<file path="config.mk">
export PLATFORM = sky130hd
export DESIGN_NAME = port_arbiter
export DESIGN_NICKNAME = d
export VERILOG_FILES = /design/src/rtl/port_arbiter.sv
export SDC_FILE = /design/constraint.sdc
export NUM_CORES = 1
export LEC_CHECK = 0
export ABC_CLOCK_PERIOD_IN_PS = 2050
export CORE_ASPECT_RATIO = 0.7
export CORE_UTILIZATION = 40
export CTS_CLUSTER_SIZE = 12
export DETAILED_ROUTE_END_ITERATION = 12
export DONT_BUFFER_PORTS = 1
export PLACE_DENSITY = 0.56
export SYNTH_ARGS = -nofsm -noshare
export SYNTH_HDL_FRONTEND = slang
export SYNTH_SLANG_ARGS = --single-unit
export TNS_END_PERCENT = 5
</file>
<file path="constraint.sdc">
create_clock -name clk -period 2.05 [get_ports clk]
set_input_delay 0.205 -clock clk [delete_from_list [all_inputs] [get_ports clk]]
set_output_delay 0.205 -clock clk [all_outputs]
set_load 0.005 [all_outputs]
</file>
<file path="src/rtl/port_arbiter.sv">
// Two-port memory arbiter: fetch port A (read-only) and data port B (read/write)
// share one memory-side request channel. Ports alternate grants under contention.
// The granted request is latched on entry to service, so port inputs may change or
// drop while memory is working without affecting the memory-side request.

module port_arbiter (
    input  logic        clk,
    input  logic        reset,

    // Fetch port
    input  logic        read_a,
    input  logic [15:0] address_a,
    output logic        resp_a,
    output logic [15:0] rdata_a,

    // Data port
    input  logic        read_b,
    input  logic        write_b,
    input  logic [1:0]  wmask_b,
    input  logic [15:0] address_b,
    input  logic [15:0] wdata_b,
    output logic        resp_b,
    output logic [15:0] rdata_b,

    // Memory side
    output logic        mem_read,
    output logic        mem_write,
    output logic [1:0]  mem_wmask,
    output logic [15:0] mem_address,
    output logic [15:0] mem_wdata,
    input  logic        mem_resp,
    input  logic [15:0] mem_rdata
);

    typedef enum logic [2:0] {
        StIdle,
        StServeA,
        StServeB,
        StDoneA,
        StDoneB
    } state_e;

    state_e      state_q;
    logic        last_grant_q;  // 1: port B was granted last
    logic [15:0] addr_q;
    logic [15:0] wdata_q;
    logic        write_q;       // latched op of the granted request
    logic        mem_read_q;
    logic        mem_write_q;
    logic [1:0]  mem_wmask_q;
    logic        resp_a_q;
    logic        resp_b_q;
    logic [15:0] rdata_a_q;
    logic [15:0] rdata_b_q;

    logic pend_a;
    logic pend_b;
    logic grant_a;

    // Arbitration: A wins a tie only when B had the previous grant.
    always_comb begin
        pend_a  = read_a;
        pend_b  = read_b | write_b;
        grant_a = pend_a & (~pend_b | last_grant_q);
    end

    // Single FSM with registered outputs; memory-side signals come only from latched state.
    always_ff @(posedge clk) begin
        if (reset) begin
            state_q      <= StIdle;
            last_grant_q <= 1'b1;
            addr_q       <= 16'h0000;
            wdata_q      <= 16'h0000;
            write_q      <= 1'b0;
            mem_read_q   <= 1'b0;
            mem_write_q  <= 1'b0;
            mem_wmask_q  <= 2'b00;
            resp_a_q     <= 1'b0;
            resp_b_q     <= 1'b0;
            rdata_a_q    <= 16'h0000;
            rdata_b_q    <= 16'h0000;
        end else begin
            resp_a_q <= 1'b0;
            resp_b_q <= 1'b0;
            unique case (state_q)
                StIdle: begin
                    if (grant_a) begin
                        state_q      <= StServeA;
                        last_grant_q <= 1'b0;
                        addr_q       <= address_a;
                        wdata_q      <= 16'h0000;
                        write_q      <= 1'b0;
                        mem_read_q   <= 1'b1;
                        mem_write_q  <= 1'b0;
                        mem_wmask_q  <= 2'b00;
                    end else if (pend_b) begin
                        // A simultaneous read and write request is served as a write.
                        state_q      <= StServeB;
                        last_grant_q <= 1'b1;
                        addr_q       <= address_b;
                        wdata_q      <= wdata_b;
                        write_q      <= write_b;
                        mem_read_q   <= ~write_b;
                        mem_write_q  <= write_b;
                        mem_wmask_q  <= write_b ? wmask_b : 2'b00;
                    end
                end
                StServeA: begin
                    if (mem_resp) begin
                        state_q     <= StDoneA;
                        rdata_a_q   <= mem_rdata;
                        resp_a_q    <= 1'b1;
                        mem_read_q  <= 1'b0;
                        mem_write_q <= 1'b0;
                        mem_wmask_q <= 2'b00;
                    end
                end
                StServeB: begin
                    if (mem_resp) begin
                        state_q     <= StDoneB;
                        if (!write_q) begin
                            rdata_b_q <= mem_rdata;
                        end
                        resp_b_q    <= 1'b1;
                        mem_read_q  <= 1'b0;
                        mem_write_q <= 1'b0;
                        mem_wmask_q <= 2'b00;
                    end
                end
                StDoneA, StDoneB: begin
                    state_q <= StIdle;
                end
                default: begin
                    state_q <= StIdle;
                end
            endcase
        end
    end

    assign resp_a      = resp_a_q;
    assign resp_b      = resp_b_q;
    assign rdata_a     = rdata_a_q;
    assign rdata_b     = rdata_b_q;
    assign mem_read    = mem_read_q;
    assign mem_write   = mem_write_q;
    assign mem_wmask   = mem_wmask_q;
    assign mem_address = addr_q;
    assign mem_wdata   = wdata_q;

endmodule

</file>
# Word level (Yosys, flattened, before mapping)
# Index checks and enable logic that the tools add are counted.
# totals
regBits	75
output_inout_bits	70
wordCells	61
# classes
eq_ne	6
n_mux	24
n_bitwise	8
n_reduce_logical	11
# op_table
cell	count
16-bit two-way mux	4
3-bit two-way mux	4
3-bit one-hot mux with 3 select lines	1
3-bit AND reduction	3
1-bit two-way mux	8
2-bit two-way mux	4
2-bit OR reduction	3
1-bit NOT	5
2-bit inequality test, second input constant	2
1-bit one-hot mux with 2 select lines	2
2-bit one-hot mux with 2 select lines	1
2-bit AND reduction	2
2-bit nonzero test	2
3-bit by 1-bit equality test with 1-bit output, second input constant	1
3-bit by 2-bit equality test with 1-bit output, second input constant	1
3-bit zero test	1
3-bit inequality test, second input constant	1
2-bit by 1-bit inequality test with 1-bit output, second input constant	1
1-bit OR	2
1-bit AND	1

# Longest topological paths before layout
# logic_depth
word_depth	6
mapped_depth	6
ltp_nobuf	3

# Worst setup path after synthesis
# Ideal clock, no wire load.
# synth_timing
path_type	reg-to-reg
start	reg state_q[1]
end	reg addr_q[3], in the netlist mem_address[3]
setup_ns	0.135
arrival_time_ns	1.272
path_slack_ns	0.643
path_stages_with_launch	7
n_path_buf	3
period_less_slack_ns	1.407
path_cell_list	dfxtp_1 buf_6 or3_4 buf_6 nor2_8 buf_8 a311oi_2
# synth_between
elab_chain_cells	2
# synth_rtl
item	line_no	source
from (decl)	43	state_e state_q;
from (signal assigned)	70	state_q <= StIdle;
from (signal assigned)	88	state_q <= StServeA;
from (signal assigned)	98	state_q <= StServeB;
3-bit zero test	85	unique case (state_q)
2-bit AND reduction (no source line)	n/a	
to (signal assigned)	90	addr_q <= address_a;
to (signal assigned)	100	addr_q <= address_b;
to (decl)	45	logic [15:0] addr_q;
# No other way between the ends.
# A chain may end at the register's enable or synchronous reset.

# Final worst setup path
# layout_timing
start	reg state_q[1]
end	reg wdata_q[6], in the netlist mem_wdata[6]
# layout_between
elab_chain_cells	2
# layout_rtl
item	line_no	source
3-bit zero test	85	
2-bit AND reduction (no source line)	n/a	
to (signal assigned)	101	wdata_q <= wdata_b;
to (decl)	46	logic [15:0] wdata_q;
# No other way between the ends.

==> reports/qor.csv <==
stage;metric;value;unit
yosys;synth_common_cells;75 x dfxtp_1, 66 x a21oi_1, 49 x nand3_1, 40 x o21ai_0, 34 x nand2_1;
final_layout;diodes;0;
placement;gp_congestion;0.684;
yosys;synth_warnings;0;
drt;drc;0;
placement;dp_slack;0.478;ns
sta;skew;0.0140;ns
clock_tree;clock_path_buffers;2;
sta;tns;0;ns
yosys;synth-seq-area-share;47.9;%
yosys;synth_top_area_share;47.9;%
yosys;synth_seq_cells;75;
setup_path;cp_max_fo;19;
power;net-switching-power;1060;uW
drt;dr_total_vias;2758;
drt;vias_per_cell;5.83;
sta;slew_violations;0;
power;combPwrFrac;16.7;%
clock_tree;cts_setup_buffers;0;
floorplanning;dieHeight;76.0;um
power;clkPwrFrac;38.4;%
floorplanning;start_util;42.0;%
clock_tree;ctsHoldBuffers;23;
drt;drt_wl_total;8380;um
power;power_frac_seq;44.9;%
placement;hpwlAfterDp;5270;um
power;power_leakage;0.00123;uW
setup_path;critical_path_arrival;2.20;ns
yosys;syn-num-nets;434;
clock_tree;htreeDepth;3;
floorplanning;dieArea;0.00819;sq mm
power;vdd_drop_max;376;uV
drt;firstDrtPassIters;4;
final_layout;nFillCells;718;
drt;antenna_left;0;
global_route;antenna_found_initial;0;
yosys;ys_types;36;
clock_tree;cts-resized-gates;0;
floorplanning;ios;142;
setup_path;crit_type;flop to flop;
drt;drtIter0Drc;185;
global_route;grt.total_usage;20.6;%
clock_tree;clock-root-buffer;clkbuf_8;
yosys;synth_area_leaders;dfxtp_1 48%, a21oi_1 11%, nand3_1 7.8%;
clock_tree;cts.sinks;75;
yosys;synth_edf_count;0;
floorplanning;core_area;0.00745;sq mm
clock_tree;numCtsBuffers;9;
global_route;grt_pass1_vias;2710;
global_route;grt_pass1_wl;13500;um
power;p_int;2810;uW
power;powerDensity;1060;mW/mm^2
hold_path;holdCritPathClass;input pin to flop;
setup_path;startpoint_type;flop;
sta;worst_pin_slew;0.761;ns
yosys;postSynthAreaPerCell;8.65;sq um
yosys;synth_most_common_cell;dfxtp_1;
final_layout;drive_gt1_share;10.1;%
drt;wl_per_cell;17.7;um
power;total_power;3860;uW
floorplanning;fp.dieW;108;um
floorplanning;rows;26;
sta;setup_viol;0;
setup_path;cp.required;2.27;ns
clock_tree;cts_tree;yes;
yosys;async_flop_share;0;%
sta;relSlewSlack;49.3;%
status;status;complete, no violations;
placement;port_buffers;0;
yosys;synth_area;0.00313;sq mm
clock_tree;clkLatencyLatePin;0.34;ns
sta;fin_crit_sh;96.3;%
sta;fin_crit;1.97;ns
final_layout;final_area;0.00366;sq mm
yosys;synth_ff_type;dfxtp_1;
final_layout;final_nets;442;
flow_run;drv_cap;0;
placement;placed_area;0.00313;sq mm
sta;setup_ws;0.0758;ns
global_route;grt_start_max_net_pins;75;
setup_path;regToRegSetupSlack;0.08;ns
yosys;synthCells;362;
power;p_sw_share;27.4;%
global_route;grt_overflow;0;
sta;rsz0062_at_grt;no;
sta;hold_violations;0;
sta;hold_ws;0.0206;ns
sta;max_clock_freq;0.507;GHz
yosys;synth_area_leader_cell;dfxtp_1;
setup_path;worstSetupEndpointType;flop;
clock_tree;path_clk_slew;0.09;ns
final_layout;area_growth;16.8;%
-- metrics by stage --
step,utilization [%],cells
final,49.1,473
after global routing,49.1,473
after CTS,48.8,471
after detailed placement,42.0,432
after global placement,42.0,432
after floorplan,-,362
-- registers in the layout, summed over array words and instances, names as in the netlist --
signal and cells:
state_q 3, mem_write 1, rdata_b 16, mem_wmask 2, resp_b 1, write_q 1, last_grant_q 1, mem_read 1
rdata_a 16, resp_a 1, mem_address 16, mem_wdata 16
-- path summary, 6_finish.rpt --
path | startpoint | to | cells after the start
worst max register to register | state_q[1] | mem_wdata[6] | 4
worst min register to register | rdata_a[13] | rdata_a[13] | 2
worst min-delay path | mem_rdata[5] | rdata_b[5] | 2
worst max-delay path | state_q[1] | mem_wdata[6] | 4
-- kinds of logic (layout without fill, tap and decap cells) --
logic type                count (synthesis)  count (layout)  share of synthesized area (%)
and+or+nand+nor                         102             102                           17.2
xor gates and xnor gates                  1               1                          0.280
AOI/OAI and AO/OA                       142             142                           26.5
muxes                                     1               1                          0.360
buffers and inverters                    41              54                           7.71
DFF                                      75              75                           47.9
-- final cells by class --
class                      count  area [sq um]  share of cell area [%]
timing repair buffer          34           335                    9.17
tap                           98           123                    3.35
sequential                    75          1500                    41.0
clock inverter                 6           138                    3.76
clock buffer                  10           128                    3.49
multi-input combinational    246          1420                    38.8
inverter                       4          15.0                   0.410
-- worst max-delay path, stage by stage, from the launching register on --
cell	delay [ns]
dfxtp_1	0.44
or3_4	0.57
o21ai_1	0.19
a21oi_1	0.09
dlygate4sd3_1	0.57
-- per-layer routing --
layer	wire length (um)	track usage, %	vias to the layer above	share of wire [%]
met5	0	0	-	0
met4	74	4.93	0	0.88
met3	770	8.04	8	9.2
met2	3770	32.8	105	45
met1	3760	26.1	1313	45
li1	-	-	1332	-
-- placed cells by master (no fill, tap or decap), types with 2 or more instances in the layout --
cell type       n
o21ai_1        10
o21ai_0        40
dlygate4sd3_1  24
nor4bb_4        2
clkinv_4        2
nor4_1          2
a311oi_1       14
nand2b_1        4
clkbuf_8        9
o32ai_1         2
nand2_1        34
a21oi_1        66
nor3_4          2
buf_4           9
dfxtp_1        75
bufinv_16       4
nand3_1        49
nand4bb_1       2
nor2_1          3
inv_1           4
a311oi_2        2
-- power by group through the flow --
stage | clock [uW] | sequential, uW | combinational, uW
floorplan | 0 | 1720 | 554
global placement | 0 | 1770 | 559
detailed placement | 0 | 1770 | 574
CTS | 1530 | 1740 | 638
global route | 1590 | 1760 | 721
finish | 1490 | 1730 | 644
(Power assumes the default switching activity.)
